[config.mk]
export PLATFORM = sky130hd
export DESIGN_NAME = branch_inflight_tracker
export DESIGN_NICKNAME = d
export VERILOG_FILES = /design/src/rtl/branch_inflight_tracker.sv
export SDC_FILE = /design/constraint.sdc
export NUM_CORES = 1
export LEC_CHECK = 0
export ABC_AREA = 1
export CAP_MARGIN = 15
export CORE_MARGIN = 2
export CORE_UTILIZATION = 48
export CTS_CLUSTER_SIZE = 20
export DETAILED_ROUTE_END_ITERATION = 7
export GPL_TIMING_DRIVEN = 0
export PLACE_DENSITY = 0.81
export SLEW_MARGIN = 5
export SYNTH_ARGS = -nofsm -noshare
export SYNTH_HDL_FRONTEND = slang
export SYNTH_SLANG_ARGS = --single-unit
[constraint.sdc]
create_clock -name clk -period 2.4 [get_ports clk]
set_clock_uncertainty 0.1 [all_clocks]
set_input_delay 0.36 -clock clk [delete_from_list [all_inputs] [get_ports clk]]
set_output_delay 0.36 -clock clk [all_outputs]
set_load 0.05 [all_outputs]
[src/rtl/branch_inflight_tracker.sv]
// branch_inflight_tracker
//   Tracks up to MAX_BR unresolved branches in a ring. Each slot has a valid
//   and a resolved bit. Branches are allocated at the tail and retired in
//   order from the head. Resolutions from the CDB may arrive out of order.
//   A mispredict kills every younger slot and rewinds the tail, and it
//   raises a one-cycle registered flush pulse with a mask of the killed slots.
//
// Ports
//   clk                clock, rising edge
//   reset              synchronous, active-low
//   Branch             decoded branch requesting issue
//   Issueque_full_int  issue queue full, branch is held off
//   cdb_branch         CDB carries a branch resolution
//   cdb_branch_tag     tag of the resolving branch
//   cdb_mispredict     resolving branch was mispredicted
//   stall              ring full, front end must stall
//   alloc_valid        branch accepted this cycle (combinational)
//   alloc_tag          tag given to the accepted branch (tail pointer)
//   inflight_count     allocated, not yet retired entries
//   flush              registered pulse the cycle after a mispredict
//   flush_mask         slots killed by that mispredict, 0 when flush=0

// Single ring slot. Clearing has priority over allocation. Allocation only
// targets a free slot, so it never collides with a retire or a kill.
module branch_inflight_slot (
    input  logic clk,
    input  logic reset,
    input  logic alloc,
    input  logic resolve,
    input  logic clear,
    output logic valid,
    output logic resolved
);
    always_ff @(posedge clk) begin
        if (!reset || clear) begin
            valid    <= 1'b0;
            resolved <= 1'b0;
        end else if (alloc) begin
            valid    <= 1'b1;
            resolved <= 1'b0;
        end else if (resolve) begin
            resolved <= 1'b1;
        end
    end
endmodule

module branch_inflight_tracker #(
    parameter int MAX_BR = 4,
    parameter int TAG_W  = 2,
    parameter int CNT_W  = 3
) (
    input  logic              clk,
    input  logic              reset,
    input  logic              Branch,
    input  logic              Issueque_full_int,
    input  logic              cdb_branch,
    input  logic [TAG_W-1:0]  cdb_branch_tag,
    input  logic              cdb_mispredict,
    output logic              stall,
    output logic              alloc_valid,
    output logic [TAG_W-1:0]  alloc_tag,
    output logic [CNT_W-1:0]  inflight_count,
    output logic              flush,
    output logic [MAX_BR-1:0] flush_mask
);
    typedef struct packed {
        logic             hit;        // resolution names a live slot
        logic             mispredict; // qualified mispredict
        logic [TAG_W-1:0] tag;
    } cdb_t;

    logic [MAX_BR-1:0] valid, resolved, kill;
    logic [MAX_BR-1:0] slot_alloc, slot_res, slot_clr;
    logic [TAG_W-1:0]  head, tail, t_off;
    logic [CNT_W-1:0]  count;
    logic              retire;
    cdb_t              cdb;

    assign cdb.hit        = cdb_branch & valid[cdb_branch_tag];
    assign cdb.mispredict = cdb.hit & cdb_mispredict;
    assign cdb.tag        = cdb_branch_tag;

    assign retire         = valid[head] & resolved[head];
    assign stall          = reset & (count == CNT_W'(MAX_BR));
    // A branch arriving with a live mispredict is younger than it, so it is
    // dropped instead of being allocated and killed.
    assign alloc_valid    = reset & Branch & ~Issueque_full_int & ~stall & ~cdb.mispredict;
    assign alloc_tag      = tail;
    assign inflight_count = count;

    // Age relative to head. Live slots are contiguous from head, so
    // "younger than T" means a larger head-relative offset.
    assign t_off = cdb.tag - head;

    for (genvar i = 0; i < MAX_BR; i++) begin : g_slot
        logic [TAG_W-1:0] off;
        assign off           = TAG_W'(i) - head;
        assign kill[i]       = cdb.mispredict & valid[i] & (off > t_off);
        assign slot_alloc[i] = alloc_valid & (tail == TAG_W'(i));
        assign slot_res[i]   = cdb.hit & (cdb.tag == TAG_W'(i));
        assign slot_clr[i]   = kill[i] | (retire & (head == TAG_W'(i)));

        branch_inflight_slot u_slot (
            .clk      (clk),
            .reset    (reset),
            .alloc    (slot_alloc[i]),
            .resolve  (slot_res[i]),
            .clear    (slot_clr[i]),
            .valid    (valid[i]),
            .resolved (resolved[i])
        );
    end

    always_ff @(posedge clk) begin
        if (!reset) begin
            head       <= '0;
            tail       <= '0;
            count      <= '0;
            flush      <= 1'b0;
            flush_mask <= '0;
        end else begin
            flush      <= cdb.mispredict;
            flush_mask <= kill;
            if (retire)
                head <= head + TAG_W'(1);
            if (cdb.mispredict) begin
                // Survivors are head..T inclusive. The offset is used
                // rather than tail-head, so a full ring is still counted.
                tail  <= cdb.tag + TAG_W'(1);
                count <= CNT_W'(t_off) + CNT_W'(1) - CNT_W'(retire);
            end else begin
                if (alloc_valid)
                    tail <= tail + TAG_W'(1);
                count <= count + CNT_W'(alloc_valid) - CNT_W'(retire);
            end
        end
    end
endmodule
==> impl_metrics.json <==
{
  "status": "finished, final reports clean",
  "synth_seq_cells": 20,
  "portBuffers": 18,
  "synth_top_cell_area_share_pct": 30.59,
  "power_mw": 0.6339,
  "cts_buffers": 3,
  "yosysWarnings": 0,
  "ir_drop_v": 0.0002301,
  "slew_headroom_pct": 66.84,
  "crit_type": "input port to primary output",
  "stdcell_area_sq_mm": 0.001665,
  "die-width_um": 56.22,
  "syn_to_final_growth_pct": 27.25,
  "path_max_fanout": 10,
  "drt_wl_total_um": 3032,
  "ys.flop_type": "dfxtp_1",
  "grt_pass1_wl_um": 4968,
  "cpMaxStageDelayCell": "dlygate4sd2_1",
  "synth_fa_ha_area_share_pct": 12.05,
  "synthCells": 186,
  "fin_tns_setup_ns": 0,
  "async_flop_share_pct": 0,
  "synth_edf_count": 0,
  "grt_usage_pct": 19.40,
  "syn_nets": 206,
  "synth_xor_area_share_pct": 2.677,
  "synth.avg_cell_area_sq_um": 7.036,
  "dpl-instance-area_sq_mm": 0.001554,
  "final_nets": 235,
  "required_ns": 1.94,
  "cts_tree": "yes",
  "synth_top_family_by_area": "simple AND/OR/NAND/NOR gates",
  "setup_violations": 0,
  "gp_congestion": 0.9252,
  "drive_gt1_share_pct": 21.13,
  "worstMarginPinSlew_ns": 0.4959,
  "synth.area.mux_share_pct": 0,
  "htree_levels": 1,
  "hold_class": "input port to register",
  "crit_family": "buffers and inverters",
  "start_util_pct": 51.88,
  "synth.area.top_cells": "dfxtp_1 31%, nand2_1 12%, ha_1 11%",
  "remaining_drc_errors": 0,
  "ctsHoldBuffers": 0,
  "drv_cap": 0,
  "coreArea_sq_mm": 0.002522,
  "placedCellCount": 234,
  "clk_path_buf_depth": 2,
  "ys_seq_area_share_pct": 30.59,
  "post_drt_wl_per_cell_um": 12.48,
  "cp-end-kind": "primary output",
  "drtPass1Iterations": 4,
  "worstPathCellList": "clkdlybuf4s50_1, buf_2, nand3_1, inv_1, dlygate4sd2_1",
  "clkSlewWorstSetupHoldPaths_ns": 0.11,
  "clkLatencyLatePin_ns": 0.31,
  "antenna_found_initial": 0,
  "drt-initial-drc-count": 43,
  "antenna_left": 0,
  "cts.sinks": 20,
  "startpoint_type": "input port",
  "overflow": 0,
  "synth_simple_gate_area_share_pct": 30.50,
  "min_period_ns": 2.284,
  "netlist_top_cells_count": "43 x nand2_1, 33 x inv_1, 20 x dfxtp_1, 17 x nor2_1, 13 x nand3_1",
  "final_cells": 243,
  "grt_max_degree": 11,
  "synth_top_area_cell": "dfxtp_1",
  "row_count": 18,
  "synthDistinctLibCells": 31,
  "diodes": 0,
  "synth_area_sq_mm": 0.001309,
  "vias_per_cell": 5.267,
  "fin_crit_sh_pct": 95.15,
  "vias": 1280,
  "dp_hpwl_um": 2227,
  "yosysMostFrequentCell": "nand2_1",
  "grt_pass1_vias": 1197,
  "max_stage_delay_ns": 0.52,
  "hold_violations": 0,
  "io_pins": 20,
  "crit_arrival_ns": 1.82,
  "synth_compound_area_share_pct": 12.33,
  "fmax_mhz": 437.9,
  "finalMaxSlewViolations": 0,
  "hold_ws_ns": 0.4248,
  "p_per_area_mw_per_mm2": 380.7,
  "leakage_nw": 0.7835,
  "clock-root-buffer": "clkbuf_4",
  "cp_num_buf_inv": 4,
  "die_y_um": 56.22,
  "die-area_sq_mm": 0.003160
}
-- state kept, by name (all words and copies together) (netlist names) --
signal,cells
head,2
alloc_tag,2
inflight_count,3
flush,1
flush_mask,4
g_slot.u_slot.resolved,4
g_slot.u_slot.valid,4
-- repair_timing --
| item | CTS | global route |
|---|---|---|
| pin swaps | 0 | 3 |
| gates resized for setup | 9 | 11 |
| buffers inserted | 0 | 6 |
| setup endpoints to repair | 6 | 5 |
-- worst min-delay path: stages --
cell	delay (ns)
clkbuf_2	0.16
a31o_2	0.17
inv_1	0.03
nor2_1	0.08
-- cell families after synthesis --
logic type      Yosys count
compound gates           25
fa+ha+maj                12
flops                    20
buf+inv                  37
xor+xnor                  4
simple gates             88
-- final timing paths --
path | slack (ns) | end | startpoint | cells past startpoint
setup / recovery | 0.12 | stall | reset | 5
hold / removal | 0.42 | g_slot[1].u_slot.resolved$_SDFFE_PP0P_ | cdb_branch_tag[0] | 4
setup reg to reg | 0.12 | inflight_count[1]$_SDFF_PN0_ | head[0]$_SDFFE_PN0P_ | 11
hold reg to reg | 0.48 | g_slot[1].u_slot.resolved$_SDFFE_PP0P_ | g_slot[1].u_slot.resolved$_SDFFE_PP0P_ | 3
-- stage by stage --
| step | setup slack, ns | util (%) |
|---|---|---|
| 6_report | 0.1164 | 66.02 |
| 5_1_grt | -0.02165 | 66.02 |
| 4_1_cts | 0.008420 | 62.35 |
| 3_5_place_dp | -0.6899 | 61.61 |
| 3_3_place_gp | -0.6757 | 61.61 |
| 2_1_floorplan | 0.02067 | - |
-- placed cells by master (no fill, tap or decap), drive strengths merged, types with 7 or more instances in the layout --
cell type	Yosys	routed
nand2	46	46
inv	34	32
dfxtp	20	20
nor2	19	19
clkdlybuf4s50	0	15
nand3	14	14
ha	11	11
buf	3	10
o21ai	9	9
a21oi	7	7
-- routing by layer --
layer | wire length (um) | up-vias | track usage, %
li1 | - | 647 | -
met1 | 1308 | 594 | 24.15
met2 | 1560 | 32 | 33.11
met3 | 105 | 7 | 3.023
met4 | 57 | 0 | 7.823
met5 | 0 | - | 0
-- report_power, final --
| part | total [mW] | switching (mW) | internal, mW |
|---|---|---|---|
| logic | 0.122 | 0.0768 | 0.0452 |
| registers | 0.344 | 0.00649 | 0.338 |
| clock network | 0.168 | 0.109 | 0.0587 |
| total | 0.634 | 0.192 | 0.442 |
-- final cells by class --
cell class	instances	area, sq um
well taps	30	37.54
clock buffers	3	22.52
fillers	236	857.1
inverters	34	137.6
repair buffers	24	214.0
plain buffers	3	27.53
flip-flops and latches	20	405.4
multi-input cells	129	820.8
(Power assumes the default switching activity.)
